$ cat config.mk
export PLATFORM = sky130hd
export DESIGN_NAME = ra_shadow_stack_ctrl_flat
export DESIGN_NICKNAME = d
export VERILOG_FILES = /design/src/rtl/ra_shadow_stack_ctrl_pkg.sv /design/src/rtl/ra_shadow_stack_ctrl_if.sv /design/src/rtl/ss_lifo_mem.sv /design/src/rtl/ra_shadow_stack_ctrl.sv /design/src/flat_wrapper.sv
export SDC_FILE = /design/constraint.sdc
export NUM_CORES = 1
export LEC_CHECK = 0
export BUFFER_PORTS_ARGS = -buffer_cell sky130_fd_sc_hd__buf_2
export CAP_MARGIN = 5
export CORE_ASPECT_RATIO = 0.6
export CORE_MARGIN = 2
export CORE_UTILIZATION = 45
export CTS_CLUSTER_SIZE = 8
export DETAILED_ROUTE_END_ITERATION = 6
export GPL_TIMING_DRIVEN = 0
export SETUP_SLACK_MARGIN = 0.05
export SKIP_LAST_GASP = 1
export SLEW_MARGIN = 10
export SYNTH_ARGS = -nofsm -noshare
export SYNTH_HDL_FRONTEND = slang
export SYNTH_SLANG_ARGS = --single-unit
$ cat constraint.sdc
create_clock -name clk_i -period 8.25 [get_ports clk_i]
set_input_delay 0.825 -clock clk_i [delete_from_list [all_inputs] [get_ports clk_i]]
set_output_delay 0.825 -clock clk_i [all_outputs]
set_load 0.03 [all_outputs]
$ cat src/rtl/ra_shadow_stack_ctrl_pkg.sv
// Shared types and defaults for the return-address shadow stack controller.
package ra_shadow_stack_ctrl_pkg;

    typedef enum logic [1:0] {
        SS_FLUSH,
        SS_RUN,
        SS_CHECK,
        SS_ALARM
    } ss_state_e;

    localparam int unsigned SS_DEPTH_DEFAULT = 8;
    localparam int unsigned SS_AW_DEFAULT    = 32;

endpackage

$ cat src/rtl/ra_shadow_stack_ctrl_if.sv
// Call/return event channel between the branch unit (master) and the shadow stack (slave).
interface ra_shadow_stack_ctrl_if
    import ra_shadow_stack_ctrl_pkg::*;
#(
    parameter int unsigned AW = SS_AW_DEFAULT
);
    logic          call_valid_i;
    logic [AW-1:0] call_addr_i;
    logic          ret_valid_i;
    logic [AW-1:0] ret_target_i;
    logic          ready_o;
    logic          violation_o;

    modport master (
        output call_valid_i, call_addr_i, ret_valid_i, ret_target_i,
        input  ready_o, violation_o
    );

    modport slave (
        input  call_valid_i, call_addr_i, ret_valid_i, ret_target_i,
        output ready_o, violation_o
    );
endinterface

$ cat src/rtl/ss_lifo_mem.sv
// Pointer-free DEPTH x AW storage: one write port, one combinational read port.
module ss_lifo_mem #(
    parameter int unsigned DEPTH = 8,
    parameter int unsigned AW    = 32,
    localparam int unsigned PW   = $clog2(DEPTH)
) (
    input  logic          clk_i,
    input  logic          we_i,
    input  logic [PW-1:0] waddr_i,
    input  logic [AW-1:0] wdata_i,
    input  logic [PW-1:0] raddr_i,
    output logic [AW-1:0] rdata_o
);
    // Not reset: the controller's flush walk zeroes every entry.
    logic [AW-1:0] entry_q [DEPTH];

    always_ff @(posedge clk_i) begin
        if (we_i) begin
            entry_q[waddr_i] <= wdata_i;
        end
    end

    assign rdata_o = entry_q[raddr_i];
endmodule

$ cat src/rtl/ra_shadow_stack_ctrl.sv
// Shadow stack controller: pushes link addresses on calls, checks return targets on returns.
module ra_shadow_stack_ctrl
    import ra_shadow_stack_ctrl_pkg::*;
#(
    parameter int unsigned DEPTH                  = SS_DEPTH_DEFAULT,
    parameter int unsigned AW                     = SS_AW_DEFAULT,
    parameter bit          UNDERFLOW_IS_VIOLATION = 1'b1,
    localparam int unsigned PW                    = $clog2(DEPTH),
    localparam int unsigned CW                    = PW + 1
) (
    input  logic                   clk_i,
    input  logic                   rst_i,
    input  logic                   en_i,
    input  logic                   clear_i,
    input  logic                   flush_i,
    ra_shadow_stack_ctrl_if.slave  ev,
    output logic                   alarm_o,
    output logic [CW-1:0]          count_o,
    output logic                   lost_o,
    output logic [1:0]             led_o
);
    localparam logic [CW-1:0] FULL_COUNT = CW'(DEPTH);
    localparam logic [PW-1:0] LAST_SLOT  = PW'(DEPTH - 1);

    ss_state_e     state_q, state_d;
    logic [PW-1:0] top_q, top_d;
    logic [PW-1:0] fcnt_q, fcnt_d;
    logic [CW-1:0] count_q, count_d;
    logic          lost_q, lost_d;
    logic          und_q, und_d;
    logic [AW-1:0] pop_data_q, pop_data_d;
    logic [AW-1:0] ret_tgt_q, ret_tgt_d;

    logic          mem_we;
    logic [PW-1:0] mem_waddr;
    logic [AW-1:0] mem_wdata;
    logic [PW-1:0] mem_raddr;
    logic [AW-1:0] mem_rdata;

    logic restart, accept, do_push, pop_req, do_pop, underflow, mismatch, empty, full;

    assign restart   = flush_i | clear_i;
    assign accept    = ev.ready_o & en_i & ~restart;
    assign do_push   = accept & ev.call_valid_i;
    assign pop_req   = accept & ev.ret_valid_i;
    assign empty     = (count_q == '0);
    assign full      = (count_q == FULL_COUNT);
    assign do_pop    = pop_req & ~empty;
    // An empty pop after lost entries is expected (the entry was discarded), so never flagged.
    assign underflow = pop_req & empty & ~lost_q & UNDERFLOW_IS_VIOLATION;
    assign mismatch  = (state_q == SS_CHECK) & (und_q | (pop_data_q != ret_tgt_q));
    assign mem_raddr = top_q - PW'(1);

    assign ev.ready_o     = (state_q == SS_RUN) || (state_q == SS_CHECK);
    assign ev.violation_o = mismatch & ~restart;
    assign alarm_o        = (state_q == SS_ALARM);
    assign count_o        = count_q;
    assign lost_o         = lost_q;
    assign led_o          = {alarm_o, lost_q};

    ss_lifo_mem #(
        .DEPTH (DEPTH),
        .AW    (AW)
    ) u_mem (
        .clk_i   (clk_i),
        .we_i    (mem_we),
        .waddr_i (mem_waddr),
        .wdata_i (mem_wdata),
        .raddr_i (mem_raddr),
        .rdata_o (mem_rdata)
    );

    always_comb begin
        state_d    = state_q;
        top_d      = top_q;
        fcnt_d     = fcnt_q;
        count_d    = count_q;
        lost_d     = lost_q;
        und_d      = und_q;
        pop_data_d = pop_data_q;
        ret_tgt_d  = ret_tgt_q;
        mem_we     = 1'b0;
        mem_waddr  = top_q;
        mem_wdata  = ev.call_addr_i;

        if (restart) begin
            state_d = SS_FLUSH;
            fcnt_d  = '0;
        end else begin
            case (state_q)
                SS_FLUSH: begin
                    mem_we    = 1'b1;
                    mem_waddr = fcnt_q;
                    mem_wdata = '0;
                    fcnt_d    = fcnt_q + PW'(1);
                    if (fcnt_q == LAST_SLOT) begin
                        state_d = SS_RUN;
                        top_d   = '0;
                        count_d = '0;
                        lost_d  = 1'b0;
                    end
                end
                SS_RUN, SS_CHECK: begin
                    if (do_pop) begin
                        pop_data_d = mem_rdata;
                        ret_tgt_d  = ev.ret_target_i & ~AW'(1);
                        und_d      = 1'b0;
                    end
                    if (underflow) begin
                        und_d = 1'b1;
                    end
                    // A push alongside a pop reuses the slot the pop just freed.
                    if (do_push) begin
                        mem_we    = 1'b1;
                        mem_waddr = do_pop ? (top_q - PW'(1)) : top_q;
                    end
                    case ({do_push, do_pop})
                        2'b10: begin
                            top_d = top_q + PW'(1);
                            if (full) begin
                                lost_d = 1'b1;
                            end else begin
                                count_d = count_q + CW'(1);
                            end
                        end
                        2'b01: begin
                            top_d   = top_q - PW'(1);
                            count_d = count_q - CW'(1);
                        end
                        default: ;
                    endcase
                    if (mismatch) begin
                        state_d = SS_ALARM;
                    end else if (do_pop || underflow) begin
                        state_d = SS_CHECK;
                    end else begin
                        state_d = SS_RUN;
                    end
                end
                SS_ALARM: ;
                default: state_d = SS_FLUSH;
            endcase
        end
    end

    always_ff @(posedge clk_i) begin
        if (rst_i) begin
            state_q    <= SS_FLUSH;
            top_q      <= '0;
            fcnt_q     <= '0;
            count_q    <= '0;
            lost_q     <= 1'b0;
            und_q      <= 1'b0;
            pop_data_q <= '0;
            ret_tgt_q  <= '0;
        end else begin
            state_q    <= state_d;
            top_q      <= top_d;
            fcnt_q     <= fcnt_d;
            count_q    <= count_d;
            lost_q     <= lost_d;
            und_q      <= und_d;
            pop_data_q <= pop_data_d;
            ret_tgt_q  <= ret_tgt_d;
        end
    end
endmodule

$ cat src/flat_wrapper.sv
// flat-port wrapper written by rule: the top's interface ports become plain ports
module ra_shadow_stack_ctrl_flat import ra_shadow_stack_ctrl_pkg::*;
#(
    parameter int unsigned DEPTH                  = SS_DEPTH_DEFAULT,
    parameter int unsigned AW                     = SS_AW_DEFAULT,
    parameter bit          UNDERFLOW_IS_VIOLATION = 1'b1,
    localparam int unsigned PW                    = $clog2(DEPTH),
    localparam int unsigned CW                    = PW + 1
)
  (clk_i, rst_i, en_i, clear_i, flush_i, alarm_o, count_o, lost_o, led_o, ev_call_valid_i, ev_call_addr_i, ev_ret_valid_i, ev_ret_target_i, ev_ready_o, ev_violation_o);
  ra_shadow_stack_ctrl_if #(.AW(AW)) ev_i ();
  input  logic clk_i;
  input  logic rst_i;
  input  logic en_i;
  input  logic clear_i;
  input  logic flush_i;
  output logic alarm_o;
  output logic [CW-1:0] count_o;
  output logic lost_o;
  output logic [1:0] led_o;
  input wire logic [$bits(ev_i.call_valid_i)-1:0] ev_call_valid_i;
  input wire logic [$bits(ev_i.call_addr_i)-1:0] ev_call_addr_i;
  input wire logic [$bits(ev_i.ret_valid_i)-1:0] ev_ret_valid_i;
  input wire logic [$bits(ev_i.ret_target_i)-1:0] ev_ret_target_i;
  output wire logic [$bits(ev_i.ready_o)-1:0] ev_ready_o;
  output wire logic [$bits(ev_i.violation_o)-1:0] ev_violation_o;
  assign ev_i.call_valid_i = ev_call_valid_i;
  assign ev_i.call_addr_i = ev_call_addr_i;
  assign ev_i.ret_valid_i = ev_ret_valid_i;
  assign ev_i.ret_target_i = ev_ret_target_i;
  assign ev_ready_o = ev_i.ready_o;
  assign ev_violation_o = ev_i.violation_o;
  ra_shadow_stack_ctrl #(.DEPTH(DEPTH), .AW(AW), .UNDERFLOW_IS_VIOLATION(UNDERFLOW_IS_VIOLATION)) u_core (.clk_i(clk_i), .rst_i(rst_i), .en_i(en_i), .clear_i(clear_i), .flush_i(flush_i), .ev(ev_i), .alarm_o(alarm_o), .count_o(count_o), .lost_o(lost_o), .led_o(led_o));
endmodule
==> flow_metrics.env <==
export IMPL_status="completed"
export IMPL_r2r_start="u_core.state_q[1]"
export IMPL_crit_arrival_ns=4.37
export IMPL_min_from="u_core.ret_tgt_q[21]"
export IMPL_r2r_slack_ns=4.14
export IMPL_endpoint_kind="flip-flop"
export IMPL_avgSynthCellArea_um2=15.99
export IMPL_power_leakage_nw=5.643
export IMPL_vias=7754
export IMPL_ant_nets=0
export IMPL_hold_ws_ns=0.4663
export IMPL_crit_slowest_cell="nor3_2"
export IMPL_yosys_warnings=0
export IMPL_drc=0
export IMPL_io_pins=81
export IMPL_cts_tree="built"
export IMPL_drtIter0Drc=685
export IMPL_cts_root_buf="clkbuf_16"
export IMPL_fin_tns_setup_ns=0
export IMPL_fin_crit_ns=4.111
export IMPL_pwr_share_comb=0.020
export IMPL_yosysTopAreaCell="edfxtp_1"
export IMPL_grt_usage=0.2187
export IMPL_coreArea_mm2=0.02895
export IMPL_ys_ff_latch=333
export IMPL_p_per_area_mw_per_mm2=228.5
export IMPL_synthesis_nets=915
export IMPL_hold_class="flip-flop to flip-flop"
export IMPL_synth_edf_count=256
export IMPL_crit_family="simple AND/OR/NAND/NOR gates"
export IMPL_setup_viol=0
export IMPL_dr_pass1_iters=7
export IMPL_p_sw_frac=0.1993
export IMPL_rsz0062_at_grt="no"
export IMPL_clock_skew_ns=0.01507
export IMPL_diodes=0
export IMPL_start_util=0.4607
export IMPL_max_slew_margin=0.2999
export IMPL_async_reset_ff_frac=0
export IMPL_grt_pass1_wl_mm=48.47
export IMPL_viasPerCell=5.507
export IMPL_final_cell_area_mm2=0.01586
export IMPL_cap_violations=0
export IMPL_hold_buffers=0
export IMPL_required_ns=8.50
export IMPL_ys_types=47
export IMPL_die_x_um=226.2
export IMPL_p_seq_frac=0.504
export IMPL_syn_area_mm2=0.01334
export IMPL_cts_clk_slew_worst_paths_ns=0.05
export IMPL_p_int_mw=2.902
export IMPL_slowest_delay_ns=0.62
export IMPL_cp_start_kind="flip-flop"
export IMPL_ys_seq_area_frac=0.6921
export IMPL_cts_setup_buffers=0
export IMPL_rows=48
export IMPL_pwr_share_clk=0.476
export IMPL_cts_buffer_depth=3
export IMPL_grt_max_degree=13
export IMPL_final_max_slew_viol_count=0
export IMPL_cts_resized_gates=0
export IMPL_crit_chain="inv_1, ha_1, clkbuf_1, nand2_1, nor3_2, a22oi_1, o22a_1, nor3_2, buf_4, buf_6, buf_6, buf_6"
export IMPL_drive_gt1_frac=0.2470
export IMPL_ys_flop_type="edfxtp_1"
export IMPL_nNetsFinal=1076
export IMPL_min_period_over_period=0.4983
export IMPL_worst_pin_slew_ns=1.050
export IMPL_ys_top_cells_by_area="edfxtp_1 (58%), dfxtp_1 (12%), mux4_2 (11%)"
export IMPL_crit_start="u_core.state_q[1]"
export IMPL_worst_setup_path_type="flip-flop to flip-flop"
export IMPL_clkSinkCount=333
export IMPL_io_buffers=79
export IMPL_clkLatencyLatePin_ns=0.55
export IMPL_crit_buf_inv=6
export IMPL_peakVddDrop_uv=155.9
export IMPL_die_h_um=137.3
export IMPL_dp_final_hpwl_mm=22.84
export IMPL_place_congestion=0.8200
export IMPL_antenna_found_initial=0
export IMPL_syn_inst=834
export IMPL_drt_total_wl_mm=32.67
export IMPL_area_delta_synth_final_pct=18.96
export IMPL_post_dp_cell_area_mm2=0.01457
export IMPL_htreeDepth=2
export IMPL_placed_cells=1346
export IMPL_cpMostUsedCell="buf_6"
export IMPL_fin_cells=1408
export IMPL_gr_total_overflow=0
export IMPL_path_max_fanout=10
export IMPL_power_switching_mw=0.7224
export IMPL_cts_buffers=47
export IMPL_wl_per_cell_um=23.20
export IMPL_dieArea_mm2=0.03107
export IMPL_hold_viol_final=0
export IMPL_grt_pass1_vias=7596
export IMPL_fmax_ghz=0.2433
export IMPL_netlist_area_leader_share=0.5765
-- registers in the layout, indices dropped and copies added (netlist names) --
register / flops
u_core.ret_tgt_q: 31
u_core.lost_o: 1
u_core.fcnt_q: 3
u_core.und_q: 1
u_core.top_q: 3
u_core.u_mem.entry_q: 256
u_core.state_q: 2
u_core.count_o: 4
u_core.pop_data_q: 32
-- worst register-to-register path: stages, from the launching register on --
cell and delay [ns]:
dfxtp_1 0.35, inv_1 0.07, ha_1 0.35, clkbuf_1 0.38
nand2_1 0.18, nor3_2 0.54, a22oi_1 0.20, o22a_1 0.31
nor3_2 0.62, buf_4 0.33, buf_6 0.20, buf_6 0.17
buf_6 0.15
-- final cells by class --
type	count	area, µm²
Fill cell	2357	13080
Sequential cell	333	9229
Multi-Input combinational cell	445	3914
Clock buffer	60	1267
Timing Repair Buffer	112	695.7
Tap cell	400	500.5
Buffer	48	202.7
Inverter	8	30.03
Clock inverter	2	25.02
-- path summary, 6_finish.rpt --
| check | endpoint | cells past startpoint |
|---|---|---|
| max | u_core.u_mem.entry_q[5][14] | 12 |
| min | u_core.ret_tgt_q[21] | 2 |
| max reg2reg | u_core.u_mem.entry_q[5][14] | 12 |
| min reg2reg | u_core.ret_tgt_q[21] | 2 |
-- cells in the final DEF (no fill, tap or decap), types with 32 or more instances in the layout --
cell       count
a211oi_1      32
a21oi_1       40
buf_2         85
clkbuf_1      45
clkbuf_16     49
dfxtp_1       77
edfxtp_1     256
mux2i_1       35
mux4_2        64
nand2_1       73
nor2_1        41
nor2b_1       32
xor2_1        32
-- cell families after synthesis --
group / after synthesis / synth area share
AOI/OAI and AO/OA: 95 / 0.04663
xor gates and xnor gates: 38 / 0.02496
adders and majority gates: 10 / 0.009946
buffers and inverters: 56 / 0.01745
DFF: 333 / 0.6921
muxes: 101 / 0.1360
and+or+nand+nor: 201 / 0.07290
-- cells in the mapped netlist, drive strengths merged (4+ instances only) --
cell type / number
edfxtp: 256
dfxtp: 77
nand2: 73
mux4: 64
nor2: 41
a21oi: 40
mux2i: 35
clkbuf: 34
a211oi: 32
nor2b: 32
xor2: 32
nor3: 16
buf: 14
nor4: 10
ha: 9
inv: 8
nand2b: 6
xnor2: 6
nand3: 4
nand3b: 4
nand4: 4
o21ai: 4
-- per-layer routing --
metal | up-vias | share of wire | GRT usage
met2 | 239 | 0.43 | 0.3173
met1 | 3940 | 0.50 | 0.3411
met5 | - | 0 | 0
met4 | 0 | 0.017 | 0.05300
li1 | 3532 | - | -
met3 | 43 | 0.057 | 0.03967
-- metrics by stage --
step	util	power, mW	setup slack [ns]
2_1_floorplan	-	1.888	3.528
3_3_place_gp	0.4916	1.929	0.3954
3_5_place_dp	0.5034	1.932	3.902
4_1_cts	0.5480	3.665	4.122
5_1_grt	0.5480	3.741	3.830
6_report	0.5480	3.625	4.139
-- power by group through the flow --
stage	registers [mW]	logic [mW]	clock network, mW
final	1.83	0.0739	1.72
after global routing	1.82	0.0811	1.84
after CTS	1.83	0.0744	1.77
after detailed placement	1.86	0.0743	0
after global placement	1.86	0.0695	0
after floorplan	1.86	0.0312	0
No activity file was read; power rests on OpenSTA's default activity.
